==> src/rtl/multicycle_control_fsm.sv <==
// Multi-cycle MIPS control sequencer: Moore FSM that steps each instruction through
// fetch/decode/execute/memory/writeback, stalls on mem_ready and counts retirements.
module multicycle_control_fsm (
    input  logic        clk,
    input  logic        rst,
    input  logic [5:0]  opcode,
    input  logic        zero,
    input  logic        mem_ready,
    output logic        PCWrite,
    output logic        PCWriteCond,
    output logic        IorD,
    output logic        MemRead,
    output logic        MemWrite,
    output logic        IRWrite,
    output logic        MemtoReg,
    output logic        RegDst,
    output logic        RegWrite,
    output logic        ALUSrcA,
    output logic [1:0]  ALUSrcB,
    output logic [2:0]  ALUOP,
    output logic [1:0]  PCSource,
    output logic        pc_en,
    output logic [3:0]  state,
    output logic        illegal_op,
    output logic [15:0] instr_retired
);

    typedef enum logic [3:0] {
        S_FETCH  = 4'd0,
        S_DECODE = 4'd1,
        S_MEMADR = 4'd2,
        S_MEMRD  = 4'd3,
        S_MEMWB  = 4'd4,
        S_MEMWR  = 4'd5,
        S_EXEC   = 4'd6,
        S_ALUWB  = 4'd7,
        S_BRANCH = 4'd8,
        S_ADDIEX = 4'd9,
        S_ADDIWB = 4'd10,
        S_JUMP   = 4'd11
    } state_t;

    localparam logic [5:0] OP_RTYPE = 6'b000000;
    localparam logic [5:0] OP_LW    = 6'b100011;
    localparam logic [5:0] OP_SW    = 6'b101011;
    localparam logic [5:0] OP_BEQ   = 6'b000100;
    localparam logic [5:0] OP_ADDI  = 6'b001000;
    localparam logic [5:0] OP_J     = 6'b000010;

    state_t      state_q, state_d;
    logic        is_store_q, is_store_d;
    logic        illegal_q, illegal_d;
    logic [15:0] retired_q, retired_d;
    logic        retire;

    // Next-state, sticky illegal flag and retire counter.
    always_comb begin
        // NOTE: every variable gets a default first so no path infers a latch.
        state_d    = state_q;
        is_store_d = is_store_q;
        illegal_d  = illegal_q;
        retire     = 1'b0;
        case (state_q)
            S_FETCH: begin
                if (mem_ready) state_d = S_DECODE;
            end
            S_DECODE: begin
                // lw/sw choice is captured here so MEMADR never looks at opcode again.
                case (opcode)
                    OP_LW:    begin state_d = S_MEMADR; is_store_d = 1'b0; end
                    OP_SW:    begin state_d = S_MEMADR; is_store_d = 1'b1; end
                    OP_RTYPE: state_d = S_EXEC;
                    OP_BEQ:   state_d = S_BRANCH;
                    OP_ADDI:  state_d = S_ADDIEX;
                    OP_J:     state_d = S_JUMP;
                    default: begin
                        state_d   = S_FETCH;
                        illegal_d = 1'b1;
                    end
                endcase
            end
            S_MEMADR: state_d = is_store_q ? S_MEMWR : S_MEMRD;
            S_MEMRD: begin
                if (mem_ready) state_d = S_MEMWB;
            end
            S_MEMWB: begin
                state_d = S_FETCH;
                retire  = 1'b1;
            end
            S_MEMWR: begin
                if (mem_ready) begin
                    state_d = S_FETCH;
                    retire  = 1'b1;
                end
            end
            S_EXEC:   state_d = S_ALUWB;
            S_ALUWB: begin
                state_d = S_FETCH;
                retire  = 1'b1;
            end
            S_BRANCH: begin
                state_d = S_FETCH;
                retire  = 1'b1;
            end
            S_ADDIEX: state_d = S_ADDIWB;
            S_ADDIWB: begin
                state_d = S_FETCH;
                retire  = 1'b1;
            end
            S_JUMP: begin
                state_d = S_FETCH;
                retire  = 1'b1;
            end
            default:  state_d = S_FETCH;
        endcase
        retired_d = retire ? retired_q + 16'd1 : retired_q;
    end

    always_ff @(posedge clk) begin
        // NOTE: non-blocking assignments so every flop samples pre-edge values.
        if (rst) begin
            state_q    <= S_FETCH;
            is_store_q <= 1'b0;
            illegal_q  <= 1'b0;
            retired_q  <= 16'd0;
        end else begin
            state_q    <= state_d;
            is_store_q <= is_store_d;
            illegal_q  <= illegal_d;
            retired_q  <= retired_d;
        end
    end

    // Raw Moore decode; during reset muxes show FETCH values and strobes are masked.
    state_t out_state;
    logic   pc_write, pc_write_cond, mem_read, mem_write, ir_write, reg_write;

    always_comb begin
        out_state     = rst ? S_FETCH : state_q;
        pc_write      = 1'b0;
        pc_write_cond = 1'b0;
        mem_read      = 1'b0;
        mem_write     = 1'b0;
        ir_write      = 1'b0;
        reg_write     = 1'b0;
        IorD          = 1'b0;
        MemtoReg      = 1'b0;
        RegDst        = 1'b0;
        ALUSrcA       = 1'b0;
        ALUSrcB       = 2'b00;
        ALUOP         = 3'b000;
        PCSource      = 2'b00;
        case (out_state)
            S_FETCH: begin
                mem_read = 1'b1;
                ALUSrcB  = 2'b01;
                ir_write = mem_ready;
                pc_write = mem_ready;
            end
            S_DECODE: ALUSrcB = 2'b11;
            S_MEMADR: begin
                ALUSrcA = 1'b1;
                ALUSrcB = 2'b10;
            end
            S_MEMRD: begin
                mem_read = 1'b1;
                IorD     = 1'b1;
            end
            S_MEMWB: begin
                reg_write = 1'b1;
                MemtoReg  = 1'b1;
            end
            S_MEMWR: begin
                mem_write = 1'b1;
                IorD      = 1'b1;
            end
            S_EXEC: begin
                ALUSrcA = 1'b1;
                ALUOP   = 3'b010;
            end
            S_ALUWB: begin
                reg_write = 1'b1;
                RegDst    = 1'b1;
            end
            S_BRANCH: begin
                ALUSrcA       = 1'b1;
                ALUOP         = 3'b001;
                pc_write_cond = 1'b1;
                PCSource      = 2'b01;
            end
            S_ADDIEX: begin
                ALUSrcA = 1'b1;
                ALUSrcB = 2'b10;
            end
            S_ADDIWB: reg_write = 1'b1;
            S_JUMP: begin
                pc_write = 1'b1;
                PCSource = 2'b10;
            end
            default: ;
        endcase
    end

    assign PCWrite       = pc_write & ~rst;
    assign PCWriteCond   = pc_write_cond & ~rst;
    assign MemRead       = mem_read & ~rst;
    assign MemWrite      = mem_write & ~rst;
    assign IRWrite       = ir_write & ~rst;
    assign RegWrite      = reg_write & ~rst;
    assign pc_en         = PCWrite | (PCWriteCond & zero);
    assign state         = state_q;
    assign illegal_op    = illegal_q;
    assign instr_retired = retired_q;

endmodule

==> config.mk <==
export PLATFORM = sky130hd
export DESIGN_NAME = multicycle_control_fsm
export DESIGN_NICKNAME = d
export VERILOG_FILES = /design/src/rtl/multicycle_control_fsm.sv
export SDC_FILE = /design/constraint.sdc
export NUM_CORES = 1
export LEC_CHECK = 0
export ABC_AREA = 1
export CORE_UTILIZATION = 35
export CTS_BUF_LIST = sky130_fd_sc_hd__clkbuf_8 sky130_fd_sc_hd__clkbuf_16
export CTS_CLUSTER_DIAMETER = 100
export DETAILED_ROUTE_END_ITERATION = 7
export SLEW_MARGIN = 20
export SYNTH_ARGS = -nofsm -noshare
export SYNTH_HDL_FRONTEND = slang
export SYNTH_SLANG_ARGS = --single-unit
export TNS_END_PERCENT = 100
==> constraint.sdc <==
create_clock -name clk -period 1.7 [get_ports clk]
set_input_delay 0.255 -clock clk [delete_from_list [all_inputs] [get_ports clk]]
set_output_delay 0.255 -clock clk [all_outputs]
set_load 0.02 [all_outputs]
== Yosys cells after proc, flatten, opt, wreduce, memory -nomap -nowiden ==
Cells that the tools add are included.

* Add/subtract/negate cells: 1
* $mul: 0
* Div/mod/pow operators: 0
* Order comparisons: 0
* Eq/ne operators: 30
* Shift-type cells: 0
* Mux-type cells: 23
* Bitwise gates (word level): 10
* Reductions and logical operators: 15

{| class="wikitable"
|+ Operator list
! operator !! count
|-
| == test 4 x 3 -> 1 bit, second input constant || 8
|-
| == test 4 bit, second input constant || 8
|-
| case mux 4 bit (7 select lines) || 1
|-
| case mux 4 bit (5 select lines) || 1
|-
| adder 16 x 1 -> 16 bit, second input constant || 1
|-
| == test 4 x 2 -> 1 bit, second input constant || 4
|-
| two-way mux 4 bit || 4
|-
| == test 6 bit, second input constant || 2
|-
| two-way mux 1 bit || 10
|-
| == test 4 x 1 -> 1 bit, second input constant || 2
|-
| logical NOT 4 bit || 2
|-
| case mux 2 bit (2 select lines) || 2
|-
| OR reduction 2 bit || 4
|-
| AND 1 bit || 7
|-
| == test 6 x 2 -> 1 bit, second input constant || 1
|-
| == test 6 x 3 -> 1 bit, second input constant || 1
|-
| == test 6 x 4 -> 1 bit, second input constant || 1
|-
| logical NOT 6 bit || 1
|-
| != test 2 bit, second input constant || 3
|-
| case mux 1 bit (2 select lines) || 3
|-
| case mux 2 bit (3 select lines) || 1
|-
| OR reduction 6 bit || 1
|-
| OR reduction 5 bit || 1
|-
| AND reduction 2 bit || 2
|-
| other kinds (7) || 8
|}

* Register bits: 22
* Latch bits: 0
* Memory bits (writable): 0
* Memory bits (read-only): 0
* Input port bits: 10
* Output and inout port bits: 39
* Word-level logic and storage cells: 83
* Memories: 0

== Depth between registers and ports, before layout ==
* Word-level depth: 6
* Gate-level depth with buffers: 9
* Depth with buffers taken out: 9

== Worst setup path before layout ==
Ideal clock, no wire load.

* Kind: reg2out
* Start: reg state_q[2] (netlist: state[2])
* End: out RegWrite
* Arrival time: 1.556 ns
* Required time: 1.445 ns
* Path slack: -0.111 ns
* Stages on the path, launching flop included: 7
* Buffers on the path: 0
* Path through: dfxtp_1 > nand2_1 > nor2_1 > inv_1 > nor3_1 > nor2_1 > o21ai_0

* Cells in the longest elaborated chain, start to end: 5
* Elaborated cells on any way between the ends: 7
* Classes of those cells: eq/ne (3); mux (2); bitwise (1); reduce/logical (1)

{| class="wikitable"
|+ Ends and longest elaborated chain
! item !! line !! source
|-
| start, declared || 50 || <nowiki>state_t state_q, state_d;</nowiki>
|-
| start signal, assigned || 127 || <nowiki>state_q <= state_d;</nowiki>
|-
| two-way mux 4 bit (*) || 139 || <nowiki>out_state = rst ? S_FETCH : state_q;</nowiki>
|-
| == test 4 bit or == test 4 x 3 -> 1 bit (tied branches) || 153 || <nowiki>case (out_state)</nowiki>
|-
| OR reduction 3 bit (no source line) (*) || n/a ||
|-
| two-way mux 1 bit (*) || 153 ||
|-
| AND 1 bit (*) || 209 || <nowiki>assign RegWrite = reg_write & ~rst;</nowiki>
|-
| end, declared || 17 || <nowiki>output logic RegWrite,</nowiki>
|}

Mark *: on every way between the ends. The rest lies on a longest branch, timed or not.

== Worst setup path after layout ==
Ends and elaborated chain as after synthesis.

==> results.txt <==
* Count of maximum capacitance violations: 0
* Average cell area after synthesis: 5.85 um2
* Cells taking the most area after synthesis: dfxtp_1 (29%), nand2_1 (20%), nor2_1 (12%)
* Final Slew Violations: 0
* Number of vias per cell: 4.63
- In this run the power spent charging and discharging nets is 378 uW.
- Mean routed wirelength per cell: 10.8 um
* Dpl cells: 391
* Final GP Congestion: 0.885
* Fraction of synthesized cell area taken by the top area cell type: 0.285
- Count of inserted antenna diode cells: 0
- Clock latency of the later-clocked register in the worst-skew pair: 0.28 ns
* Clock-pin transition on the worst setup and hold timing paths: 0.09 ns
- Commonest non-fill, non-tap cell in the layout: nand2_1
- Hold slack final: 0.457 ns
- The routed layout has 1833 vias.
- Core footprint: 0.00412 mm2
* Data arrival at the endpoint of the critical path: 1.42 ns
* Total non-filler cell area in the finished layout: 0.00241 mm2
- Subtracting the final worst setup slack from the clock period gives 1.67 ns.
- Number of synthesized register bits: 22
- Aggregate global-route resource usage: 0.191
- Synthesis instantiated 28 different standard cells from the library.
- Final ANT Viol Nets: 0
* Post-Syn Area: 0.00155 mm2
- The run finished with clean final reports.
* Worst clock skew: 0.0113 ns
- Y dimension of the die: 68.4 um
- After legalization and detailed placement, the total HPWL measured 3320 um.
- Number of buffers created by CTS: 3
- Switching Share: 0.276
* Startpoint kind of the worst setup timing path: flop
* Total number of H-tree levels: 1
- Required time of the critical path: 1.44 ns
- For this configuration, the core starts out at a cell density of 0.375.
- For this run the aggregate overflow at the end of global routing stands at 0.
- Leakage component of the power: 1.12 nW
- Before antenna repair, the detailed router went through 4 iterations.
- After the last flow step, the layout net total stands at 358.
- Wirelength, routed: 4280 um
* Final sum of negative setup slack: 0 ns
* Die Outline Area: 0.00468 mm2
* Number of fill cells in the layout: 423
- For this run, the top clock speed supported by timing is 597 MHz.
- Peak ir drop on the vdd network: 281 uV
- The internal power of the cells totals 990 uW.
- In this run the power density over the cells is 567 mW/mm2.
- Overall power of the completed layout: 1.37 mW
- The Yosys step of the flow raised 0 warnings.
- Clk sink count: 22
- Pin count of the biggest net entering global routing: 14
- Total count of hold-check failures in the final report: 0
- During placement, the flow inserted port buffers numbering 47.
* Clk buf depth: 2
* Via count of the first global-routing pass: 1539
* Non-filler cells, final: 396
- DRC violation count after routing: 0
- Layout overhead on the synthesized area: 56.2%
- Mapped Cells: 264
* Share of the yosys chip area belonging to registers: 0.285
- Clk Tree Root Cell: clkbuf_8
* Multi-input logic area: 996 um2
- Of the total power, combinational logic draws 0.231.
* Setup slack at placement: -0.396 ns
- In the final layout, the share of cells above drive strength 1 is 0.269.
- Number of DRC markers in iteration 0: 79
- Clock tree from TritonCTS: yes
- Setup repair after global routing could not meet its margin everywhere.
- Setup violations remaining at the end of the flow were counted as 0.
- The initialized floorplan defines 23 standard-cell rows.
- Maximum fanout along the worst path: 4
* Number of nets produced by synthesis: 275
- Layout Utilization: 0.587
* Minimum setup slack in the final design: 0.0256 ns
- Dividing the final minimum period by the clock period gives 0.985.
* Clock power share: 0.372
- Dominant cell type by area after synthesis: dfxtp_1
- The library cells used most frequently in the layout, excluding fill and tap cells, are nand2_1 (82), nor2_1 (44), buf_4 (41), clkdlybuf4s50_1 (25), inv_1 (23).
- IO Count: 49
* Register share of total power: 0.397
* Endpoint class of the critical path: primary output
* Classification of the worst setup path: flop to primary output
- The initial antenna violation count came to 0.
- Placed Instance Area: 0.00233 mm2
* First-pass GRT wire length: 6620 um
* Area taken by flip-flops and latches: 453 um2
- In this run the worst hold path is classified as flop to flop.
* Width of the die: 68.4 um
-- state kept, by name (all words and copies together) (netlist names) --
name and count:
state 4, is_store_q 1, instr_retired 16, illegal_op 1
-- area by class of cell --
type	instances	area share
inverter	30	0.0472
tap	50	0.0259
clock inverter	1	0.0124
timing repair buffer	85	0.297
clock buffer	3	0.0171
sequential	22	0.188
multi-input combinational	205	0.413
-- path summary, 6_finish.rpt --
path | from | slack, ns | endpoint | cells past startpoint
max | state[2] | 0.03 | RegWrite | 8
min | illegal_op | 0.46 | illegal_op | 2
max reg2reg | instr_retired[1] | 0.17 | instr_retired[10] | 8
min reg2reg | illegal_op | 0.46 | illegal_op | 2
-- per-layer routing --
layer  part of all wire  GRT usage  wire, um
met5                  0          0         0
met4              0.011     0.0625        45
met3              0.037     0.0317       158
met2               0.48      0.325      2060
met1               0.47      0.242      2020
-- timing repair --
action / CTS / global route
setup endpoints to repair: 20 / 18
hold buffers: 0 / 0
pin swaps: 1 / 4
gates resized for setup: 72 / 31
setup buffers: 0 / 1
-- synthesized netlist by cell type, drive strengths merged --
library cell	number
a21o	1
a21oi	16
buf	5
clkbuf	2
clkinv	1
conb	1
dfxtp	22
ha	1
inv	29
nand2	87
nand3	20
nand4	4
nor2	53
nor3	6
nor3b	1
o21ai	10
o22ai	1
xnor2	1
xor2	3
-- power by group through the flow --
| stage | registers, mW | clock network (mW) | logic, mW |
|---|---|---|---|
| after floorplan | 0.567 | 0 | 0.139 |
| after global placement | 0.555 | 0 | 0.320 |
| after detailed placement | 0.554 | 0 | 0.322 |
| after CTS | 0.543 | 0.516 | 0.311 |
| after global routing | 0.546 | 0.537 | 0.344 |
| final | 0.543 | 0.509 | 0.316 |
-- critical path, stage by stage (launching register included) --
cell and delay [ns]:
dfxtp_4 0.38, buf_6 0.11, nand2_4 0.05, nor2_4 0.10, inv_2 0.05, nor3_4 0.18, nor2_1 0.06, o21ai_1 0.07
buf_4 0.15
-- cells by family after synthesis --
| group | count (synthesis) | synth area share |
|---|---|---|
| other cells | 1 | 0.00243 |
| buf+inv | 37 | 0.106 |
| xor+xnor | 4 | 0.0227 |
| compound gates | 28 | 0.0931 |
| fa+ha+maj | 1 | 0.00810 |
| flops | 22 | 0.285 |
| simple gates | 171 | 0.483 |
Power figures use the tool's default switching activity.
